## config.mk

```make
export PLATFORM = sky130hd
export DESIGN_NAME = clock_speed_ctrl_flat
export DESIGN_NICKNAME = d
export VERILOG_FILES = /design/src/rtl/clock_speed_ctrl_if.sv /design/src/rtl/clock_speed_ctrl.sv /design/src/flat_wrapper.sv
export SDC_FILE = /design/constraint.sdc
export NUM_CORES = 1
export LEC_CHECK = 0
export BUFFER_PORTS_ARGS = -buffer_cell sky130_fd_sc_hd__buf_2
export CAP_MARGIN = 20
export CORE_MARGIN = 5
export CORE_UTILIZATION = 55
export DETAILED_ROUTE_END_ITERATION = 12
export PLACE_DENSITY = 0.81
export SLEW_MARGIN = 20
export SYNTH_ARGS = -nofsm -noshare
export SYNTH_HDL_FRONTEND = slang
export SYNTH_SLANG_ARGS = --single-unit
```

## constraint.sdc

```tcl
create_clock -name fastClk -period 3.49 [get_ports fastClk]
set_clock_uncertainty 0.1 [all_clocks]
set_input_delay 1.047 -clock fastClk [delete_from_list [all_inputs] [get_ports fastClk]]
set_output_delay 1.047 -clock fastClk [all_outputs]
set_load 0.05 [all_outputs]
```

## src/rtl/clock_speed_ctrl_if.sv

```systemverilog
// Direct-load handshake between the config logic and clock_speed_ctrl.
// The requester drives valid/value; the controller answers with ready.
interface clock_speed_ctrl_if;
    logic        load_valid;
    logic [31:0] load_value;
    logic        load_ready;

    modport master (
        output load_valid,
        output load_value,
        input  load_ready
    );

    modport slave (
        input  load_valid,
        input  load_value,
        output load_ready
    );
endinterface

```

## src/rtl/clock_speed_ctrl.sv

```systemverilog
// Serial configuration loader for the clock divider: direct loads,
// halve/double speed steps, and an automatic default load after reset.
module clock_speed_ctrl #(
    parameter logic [31:0] RESET_DIVISOR = 32'd5_999_999,
    parameter logic [31:0] MIN_DIVISOR   = 32'd1,
    parameter logic [31:0] MAX_DIVISOR   = 32'hFFFF_FFFF,
    parameter int unsigned SETUP_CYCLES  = 1,
    parameter int unsigned GAP_CYCLES    = 2
) (
    input  logic               fastClk,
    input  logic               rst,
    clock_speed_ctrl_if.slave  lif,
    input  logic               speed_up,
    input  logic               speed_down,
    output logic               clock_change_mode,
    output logic               clock_max_count,
    output logic               busy,
    output logic [31:0]        cur_divisor
);

    typedef enum logic [2:0] {
        START,
        IDLE,
        ARM,
        SHIFT,
        GAP
    } state_t;

    localparam logic [1:0] P_NONE = 2'b00;
    localparam logic [1:0] P_UP   = 2'b01;
    localparam logic [1:0] P_DN   = 2'b10;

    state_t      state, state_d;
    logic [31:0] cnt, cnt_d;
    logic [31:0] sreg;
    logic [1:0]  pend;
    logic        ready_q;
    logic        ready_d;
    logic        take_load;
    logic        take_step;
    logic [31:0] half_d;
    logic [32:0] dbl_d;
    logic [31:0] up_val;
    logic [31:0] dn_val;
    logic [31:0] step_val;

    assign lif.load_ready = ready_q;

    // Steps are computed from the committed divisor at dispatch time.
    assign half_d   = cur_divisor >> 1;
    assign dbl_d    = {cur_divisor, 1'b1};
    assign up_val   = (half_d < MIN_DIVISOR) ? MIN_DIVISOR : half_d;
    assign dn_val   = (cur_divisor[31] || (dbl_d > {1'b0, MAX_DIVISOR}))
                    ? MAX_DIVISOR : dbl_d[31:0];
    assign step_val = (pend == P_UP) ? up_val : dn_val;

    always_comb begin
        state_d   = state;
        cnt_d     = cnt;
        take_load = 1'b0;
        take_step = 1'b0;
        unique case (state)
            START: begin
                state_d = ARM;
                cnt_d   = '0;
            end
            IDLE: begin
                if (ready_q) begin
                    if (lif.load_valid) begin
                        take_load = 1'b1;
                    end else if (pend != P_NONE) begin
                        take_step = 1'b1;
                    end
                end
                if (take_load || take_step) begin
                    state_d = ARM;
                    cnt_d   = '0;
                end
            end
            ARM: begin
                if (cnt == SETUP_CYCLES - 1) begin
                    state_d = SHIFT;
                    cnt_d   = '0;
                end else begin
                    cnt_d = cnt + 32'd1;
                end
            end
            SHIFT: begin
                if (cnt == 32'd31) begin
                    state_d = GAP;
                    cnt_d   = '0;
                end else begin
                    cnt_d = cnt + 32'd1;
                end
            end
            GAP: begin
                if (cnt == GAP_CYCLES - 1) begin
                    state_d = IDLE;
                    cnt_d   = '0;
                end else begin
                    cnt_d = cnt + 32'd1;
                end
            end
            default: begin
                state_d = START;
                cnt_d   = '0;
            end
        endcase
        ready_d = (state == IDLE) && !(take_load || take_step);
    end

    always_ff @(posedge fastClk or negedge rst) begin
        if (!rst) begin
            state             <= START;
            cnt               <= '0;
            sreg              <= RESET_DIVISOR;
            cur_divisor       <= RESET_DIVISOR;
            pend              <= P_NONE;
            ready_q           <= 1'b0;
            busy              <= 1'b1;
            clock_change_mode <= 1'b0;
            clock_max_count   <= 1'b0;
        end else begin
            state   <= state_d;
            cnt     <= cnt_d;
            ready_q <= ready_d;
            busy    <= !ready_d;
            if (take_load) begin
                sreg <= lif.load_value;
            end else if (take_step) begin
                sreg <= step_val;
            end
            if (state == ARM && cnt == 32'd0) begin
                cur_divisor <= sreg;
            end
            clock_change_mode <= (state == ARM) || (state == SHIFT);
            clock_max_count   <= (state == SHIFT) && sreg[cnt[4:0]];
            // Newest pulse wins; a simultaneous up+down cancels the slot.
            if (speed_up && speed_down) begin
                pend <= P_NONE;
            end else if (speed_up) begin
                pend <= P_UP;
            end else if (speed_down) begin
                pend <= P_DN;
            end else if (take_step) begin
                pend <= P_NONE;
            end
        end
    end

endmodule

```

## src/flat_wrapper.sv

```systemverilog
// flat-port wrapper written by rule: the top's interface ports become plain ports
module clock_speed_ctrl_flat 
#(
    parameter logic [31:0] RESET_DIVISOR = 32'd5_999_999,
    parameter logic [31:0] MIN_DIVISOR   = 32'd1,
    parameter logic [31:0] MAX_DIVISOR   = 32'hFFFF_FFFF,
    parameter int unsigned SETUP_CYCLES  = 1,
    parameter int unsigned GAP_CYCLES    = 2
)
  (fastClk, rst, speed_up, speed_down, clock_change_mode, clock_max_count, busy, cur_divisor, lif_load_valid, lif_load_value, lif_load_ready);
  clock_speed_ctrl_if lif_i ();
  input  logic fastClk;
  input  logic rst;
  input  logic speed_up;
  input  logic speed_down;
  output logic clock_change_mode;
  output logic clock_max_count;
  output logic busy;
  output logic [31:0] cur_divisor;
  input wire logic [$bits(lif_i.load_valid)-1:0] lif_load_valid;
  input wire logic [$bits(lif_i.load_value)-1:0] lif_load_value;
  output wire logic [$bits(lif_i.load_ready)-1:0] lif_load_ready;
  assign lif_i.load_valid = lif_load_valid;
  assign lif_i.load_value = lif_load_value;
  assign lif_load_ready = lif_i.load_ready;
  clock_speed_ctrl #(.RESET_DIVISOR(RESET_DIVISOR), .MIN_DIVISOR(MIN_DIVISOR), .MAX_DIVISOR(MAX_DIVISOR), .SETUP_CYCLES(SETUP_CYCLES), .GAP_CYCLES(GAP_CYCLES)) u_core (.fastClk(fastClk), .rst(rst), .lif(lif_i), .speed_up(speed_up), .speed_down(speed_down), .clock_change_mode(clock_change_mode), .clock_max_count(clock_max_count), .busy(busy), .cur_divisor(cur_divisor));
endmodule
```

==> results.json, run 1 <==
{
  "dr_wl_met2_um": 7230,
  "drive_above_1_share_pct": 31.5,
  "finalWirelength_um": 14400,
  "clock_latency_ns": 0.38,
  "setup_ws_ns": 0.825,
  "initial_utilization_pct": 56.0,
  "antenna_cells": 0,
  "setup_tns_ns": 0,
  "stdcell_area_um2": 6390,
  "synth-async-reset-ratio_pct": 100,
  "clock-root-buffer": "clkbuf_8",
  "dp.cells": 767,
  "ys_ff_latch": 105,
  "holdWs_ns": 0.391,
  "grt_pass1_wl_um": 23800,
  "drt-pass1-iter-count": 7,
  "worstMarginPinSlew_ns": 0.895,
  "grt_max_degree": 63,
  "avgRoutedWirePerCell_um": 18.3,
  "netlist_top_cells_area": "dfrtp_1, dfstp_2, mux2_2",
  "track_usage_pct": 23.0,
  "slew_viol_final": 0,
  "peakVddDrop_mv": 0.631,
  "fin_nets": 682,
  "antenna_found_initial": 0,
  "hpwl_um": 9960,
  "post-route-min-period_ns": 2.66,
  "synth.distinct_cells": 57,
  "synth_edf_count": 0,
  "core_area_um2": 10200,
  "slew_headroom_pct": 40.3,
  "hp-class": "flop to flop",
  "cts.hold.buffers_added": 0,
  "top_layer_used": "met4",
  "grt_overflow": 0,
  "final_cells": 783,
  "drc_errors": 0,
  "outcome": "complete, no violations",
  "wl_met1_um": 6030,
  "cts_sinks": 105,
  "die_x_um": 112,
  "yosys_warnings": 0,
  "pre_cts_ws_ns": 0.646,
  "cp.arrival_ns": 2.80,
  "synthCells": 584,
  "crit_path_max_fanout": 20,
  "ctsResizeCount": 0,
  "synth_largest_area_cell": "dfrtp_1",
  "critPathKind": "flop to flop",
  "vias": 4835,
  "drt_iter0_drc": 473,
  "synth_seq_area_share_pct": 46.6,
  "ant_nets": 0,
  "hold_viol": 0,
  "p_per_area_nw_per_um2": 864,
  "gp_congestion": 0.941,
  "io_buffers": 72,
  "synth_flop_cell": "dfrtp_1",
  "path_clk_slew_ns": 0.10,
  "row_count": 37,
  "wl_met3_um": 867,
  "synthesis.nets": 624,
  "finalSetupViolations": 0,
  "synthTopCellsByCount": "dfrtp_1, nor3_1, nor2_1",
  "cellLeakagePower_nw": 2.73,
  "grt_pass1_vias": 4788,
  "cp-end-kind": "flop",
  "vias_per_cell": 6.17,
  "syn_area_per_cell_um2": 9.82,
  "placed_cell_area_um2": 6180,
  "cts_tree": "done",
  "netlist_area_um2": 5730,
  "clock.fmax_mhz": 375,
  "cap_viol_max_count": 0,
  "numCtsBuffers": 9,
  "area_growth_pct": 11.5,
  "die_area_um2": 12600,
  "finalPower_mw": 5.52,
  "synth_top_area_share_pct": 31.4,
  "synthMostInstantiatedCell": "dfrtp_1",
  "ioPinCount": 73,
  "rsz0062_at_grt": "false",
  "worstSetupStartpointType": "flop",
  "utilization_pct": 62.5,
  "clockBufferDepth": 2,
  "finalCritPeriodShare_pct": 76.4,
  "cp.required_ns": 3.62,
  "post_cts_buffers": 0,
  "htreeDepth": 3,
  "die_y_um": 112
}
registers in the layout, indices dropped and copies added, names as in the netlist:
| signal | count |
|---|---|
| u_core.pend | 2 |
| u_core.cnt | 32 |
| u_core.clock_change_mode | 1 |
| u_core.busy | 1 |
| u_core.lif.load_ready | 1 |
| u_core.clock_max_count | 1 |
| u_core.cur_divisor | 32 |
| u_core.state | 3 |
| u_core.sreg | 32 |
final cells by class:
cell class	instances	area, um^2
inverter	11	41.3
clock inverter	3	47.5
timing repair buffer	86	480
fill	803	3840
tap	136	170
multi-input combinational	429	2820
clock buffer	13	169
sequential	105	2670
cells in the final DEF (no fill, tap or decap), types with 3 or more instances in the layout:
cell type  count
a21oi_1       36
and4_1         8
buf_2         71
buf_4         14
clkbuf_8      12
dfrtp_1       72
dfstp_2       33
ha_1           3
inv_1         10
mux2_2        31
mux4_2        10
nand2_1       49
nand2b_1       4
nand3_1       10
nand4_1        6
nor2_1        60
nor2_2         4
nor3_1        66
nor4_1        16
nor4_2         6
nor4_4         3
o21ai_0       50
o22ai_1        4
o31ai_1        5
xnor2_1       17
metal layers:
metal	vias up	track usage [%]
met5	-	0
li1	2224	-
met1	2407	30.7
met4	0	7.29
met2	182	37.7
met3	22	5.07
worst max-delay path, cell delays in order (launching register included):
cell and delay [ns]:
dfrtp_1 0.60, inv_1 0.21, ha_1 0.18, inv_1 0.08, a2bb2oi_1 0.17, nor2_1 0.06
buf_4 0.19, nor4_4 0.44, buf_4 0.34, o21ai_0 0.15
power by group:
| group | total, mW | internal (mW) | switching [mW] |
|---|---|---|---|
| logic | 2.57 | 0.934 | 1.63 |
| clock network | 0.814 | 0.395 | 0.419 |
| registers | 2.14 | 1.72 | 0.424 |
cell families after synthesis:
kind of cell | Yosys count | synth area share [%]
fa+ha+maj | 3 | 0.655
simple gates | 250 | 23.5
buf+inv | 50 | 4.36
mux | 44 | 10.6
flops | 105 | 46.6
compound gates | 113 | 11.5
xor+xnor | 19 | 2.90
final timing paths:
path                                startpoint                     end  slack, ns  depth (start not counted)
worst max-delay path             u_core.cnt[1]          u_core.cnt[12]       0.83                          9
worst min-delay path            u_core.sreg[5]          u_core.sreg[5]       0.39                          2
worst max register to register   u_core.cnt[1]          u_core.cnt[12]       0.83                          9
worst min register to register  u_core.sreg[5]          u_core.sreg[5]       0.39                          2
max in group asynchronous                  rst  u_core.cur_divisor[22]       1.99                          2
min in group asynchronous                  rst           u_core.cnt[8]       0.57                          1
Power figures use the tool's default switching activity.
==> inputs of run 2 (changes only) <==
- CORE_UTILIZATION: 55 -> 53
- PLACE_DENSITY: 0.81 -> 0.82
- clock period: 3.49 -> 2.4 ns (I/O delays scaled with it)
==> run 2 against run 1 <==
Effect of this change: largest cell class unchanged; register-to-register slack got worse by 0.75 ns; critical path depth decreased by 3; hold slack got worse by 0.10 ns; combinational power increased by 48%; sequential power increased by 47%; flip-flop and latch count unchanged; sequential share of layout area decreased by 0.44 points; clock power increased by 24%.
==> results.json, run 2 (same netlist as run 1, synthesis figures left out) <==
{
  "outcome": "complete, no violations",
  "hold_viol": 0,
  "fill_cells": 913,
  "worst-path-buf-inv": 1,
  "fin_nets": 689,
  "grt_overflow": 0,
  "dp.cells": 778,
  "rsz0062_at_grt": "false",
  "crit_path_max_fanout": 32,
  "cts_sinks": 105,
  "post_cts_buffers": 0,
  "mostFrequentLayoutCell": "dfrtp_1",
  "antenna_found_initial": 0,
  "gp_congestion": 0.862,
  "vias_per_cell": 6.04,
  "peakVddDrop_mv": 0.939,
  "io_buffers": 72,
  "finalWirelength_um": 14400,
  "cts.hold.buffers_added": 0,
  "post-route-min-period_ns": 2.32,
  "cts_tree": "done",
  "switching_power_mw": 3.65,
  "slew_viol_final": 0,
  "grt_max_degree": 106,
  "ant_nets": 0,
  "cap_viol_max_count": 0,
  "core_area_um2": 10700,
  "numCtsBuffers": 9,
  "vias": 4796,
  "reg2reg_depth": 6,
  "hpwl_um": 9940,
  "cp_slowest_cell": "dfrtp_1",
  "clkPwrFrac_pct": 12.7,
  "path_clk_slew_ns": 0.10,
  "cp_cell_sequence": "nor4_1 > and4_1 > nand2_1 > nor4_4 > buf_12 > mux2_2",
  "clock.fmax_mhz": 431,
  "sw_frac_of_total_pct": 45.8,
  "row_count": 38,
  "critPathTopFamily": "simple AND/OR/NAND/NOR gates",
  "internal_power_mw": 4.33,
  "top_regs": "u_core.cnt (32), u_core.cur_divisor (32), u_core.sreg (32)",
  "final_cell_mix": "dfrtp_1, buf_2, nor3_1",
  "track_usage_pct": 23.3,
  "slew_headroom_pct": 62.2,
  "cp.required_ns": 2.58,
  "p_per_area_nw_per_um2": 1230,
  "multi_input_area_um2": 2840,
  "grt_pass1_wl_um": 24200,
  "drt-pass1-iter-count": 5,
  "setup.worst_path.start": "u_core.cnt[19]",
  "drt_iter0_drc": 356,
  "antenna_cells": 0,
  "reg2reg_from": "u_core.cnt[19]",
  "hp-class": "primary input to async pin",
  "die_area_um2": 13000,
  "htreeDepth": 3,
  "drc_errors": 0,
  "sequentialPowerShare_pct": 39.5,
  "pre_cts_ws_ns": 0.0806,
  "combPwrFrac_pct": 47.8,
  "critPathKind": "flop to flop",
  "cp.arrival_ns": 2.51,
  "drive_above_1_share_pct": 32.9,
  "setup_ws_ns": 0.0773,
  "die_x_um": 114,
  "grt_pass1_vias": 4832,
  "clockBufferDepth": 2,
  "ioPinCount": 73,
  "worstSetupStartpointType": "flop",
  "worstMarginPinSlew_ns": 0.567,
  "finalSetupViolations": 0,
  "initial_utilization_pct": 53.6,
  "clock_latency_ns": 0.39,
  "utilization_pct": 60.4,
  "cellLeakagePower_nw": 2.75,
  "r2r_setup_slack_ns": 0.08,
  "clock-root-buffer": "clkbuf_8",
  "cp_slowest_stage_delay_ns": 0.44,
  "finalCritPeriodShare_pct": 96.8,
  "final_cells": 794,
  "die_y_um": 114,
  "avgRoutedWirePerCell_um": 18.2,
  "area_growth_pct": 12.7,
  "regArea_um2": 2670,
  "setup_tns_ns": 0,
  "cp-end-kind": "flop",
  "r2r-end": "u_core.cur_divisor[28]"
}
[run 2: changes by cell type in the layout (fill, tap and decap cells not counted), sizes merged]
| cell | change |
|---|---|
| clkbuf | -2 |
| bufinv | -1 |
| buf | +7 |
| inv | +3 |
[run 2: layout make-up]
class / count / area share (%)
clock buffers: 11 / 2.03
clock inverters: 5 / 0.581
inverters: 11 / 0.639
multi-input cells: 429 / 43.9
flip-flops and latches: 105 / 41.3
well taps: 140 / 2.71
repair buffers: 93 / 8.83
[run 2: stage by stage]
step | hold WS, ns | power, mW | area (um^2)
3_5_place_dp | 0.386 | 6.97 | 6270
5_1_grt | 0.324 | 8.47 | 6460
6_report | 0.286 | 7.98 | 6460
3_3_place_gp | 0.369 | 6.81 | 6270
2_1_floorplan | 0.324 | 5.91 | 5730
4_1_cts | 0.303 | 7.98 | 6440
[run 2: power by group through the flow]
stage	Clock (mW)	Sequential [mW]	Combinational [mW]
finish	1.01	3.15	3.81
global route	1.11	3.23	4.13
CTS	1.04	3.13	3.81
detailed placement	0	3.16	3.81
global placement	0	3.10	3.70
floorplan	0	3.77	2.13
[run 2: worst max-delay path by stage]
| stage | endpoint | slack, ns | depth (start not counted) |
|---|---|---|---|
| 6_report | u_core.cur_divisor[28] | 0.08 | 6 |
| 5_1_grt | u_core.cur_divisor[13] | 0.003 | 6 |
| 4_1_cts | u_core.cur_divisor[18] | 0.07 | 6 |
| 3_5_place_dp | u_core.cur_divisor[14] | 0.08 | 6 |
| 3_3_place_gp | u_core.cur_divisor[24] | 0.13 | 6 |
| 2_1_floorplan | u_core.state[1] | 0.14 | 8 |
[run 2: layer usage]
metal | share of wire, % | track usage, % | vias to the layer above
li1 | - | - | 2233
met1 | 42 | 30.8 | 2340
met2 | 49 | 38.2 | 195
met3 | 6.8 | 5.78 | 28
met4 | 1.8 | 6.65 | 0
met5 | 0 | 0 | -
[run 2: worst register-to-register path, delay by kind of cell (launching register included)]
family	cells	cell delay (ns)
and+or+nand+nor	4	1.06
buffers and inverters	1	0.25
muxes	1	0.38
DFF	1	0.44
[run 2: timing repair]
| item | in CTS | in global routing |
|---|---|---|
| setup endpoints to repair | 0 | 24 |
| gates resized for setup | 0 | 5 |
| hold endpoints to repair | 0 | 0 |
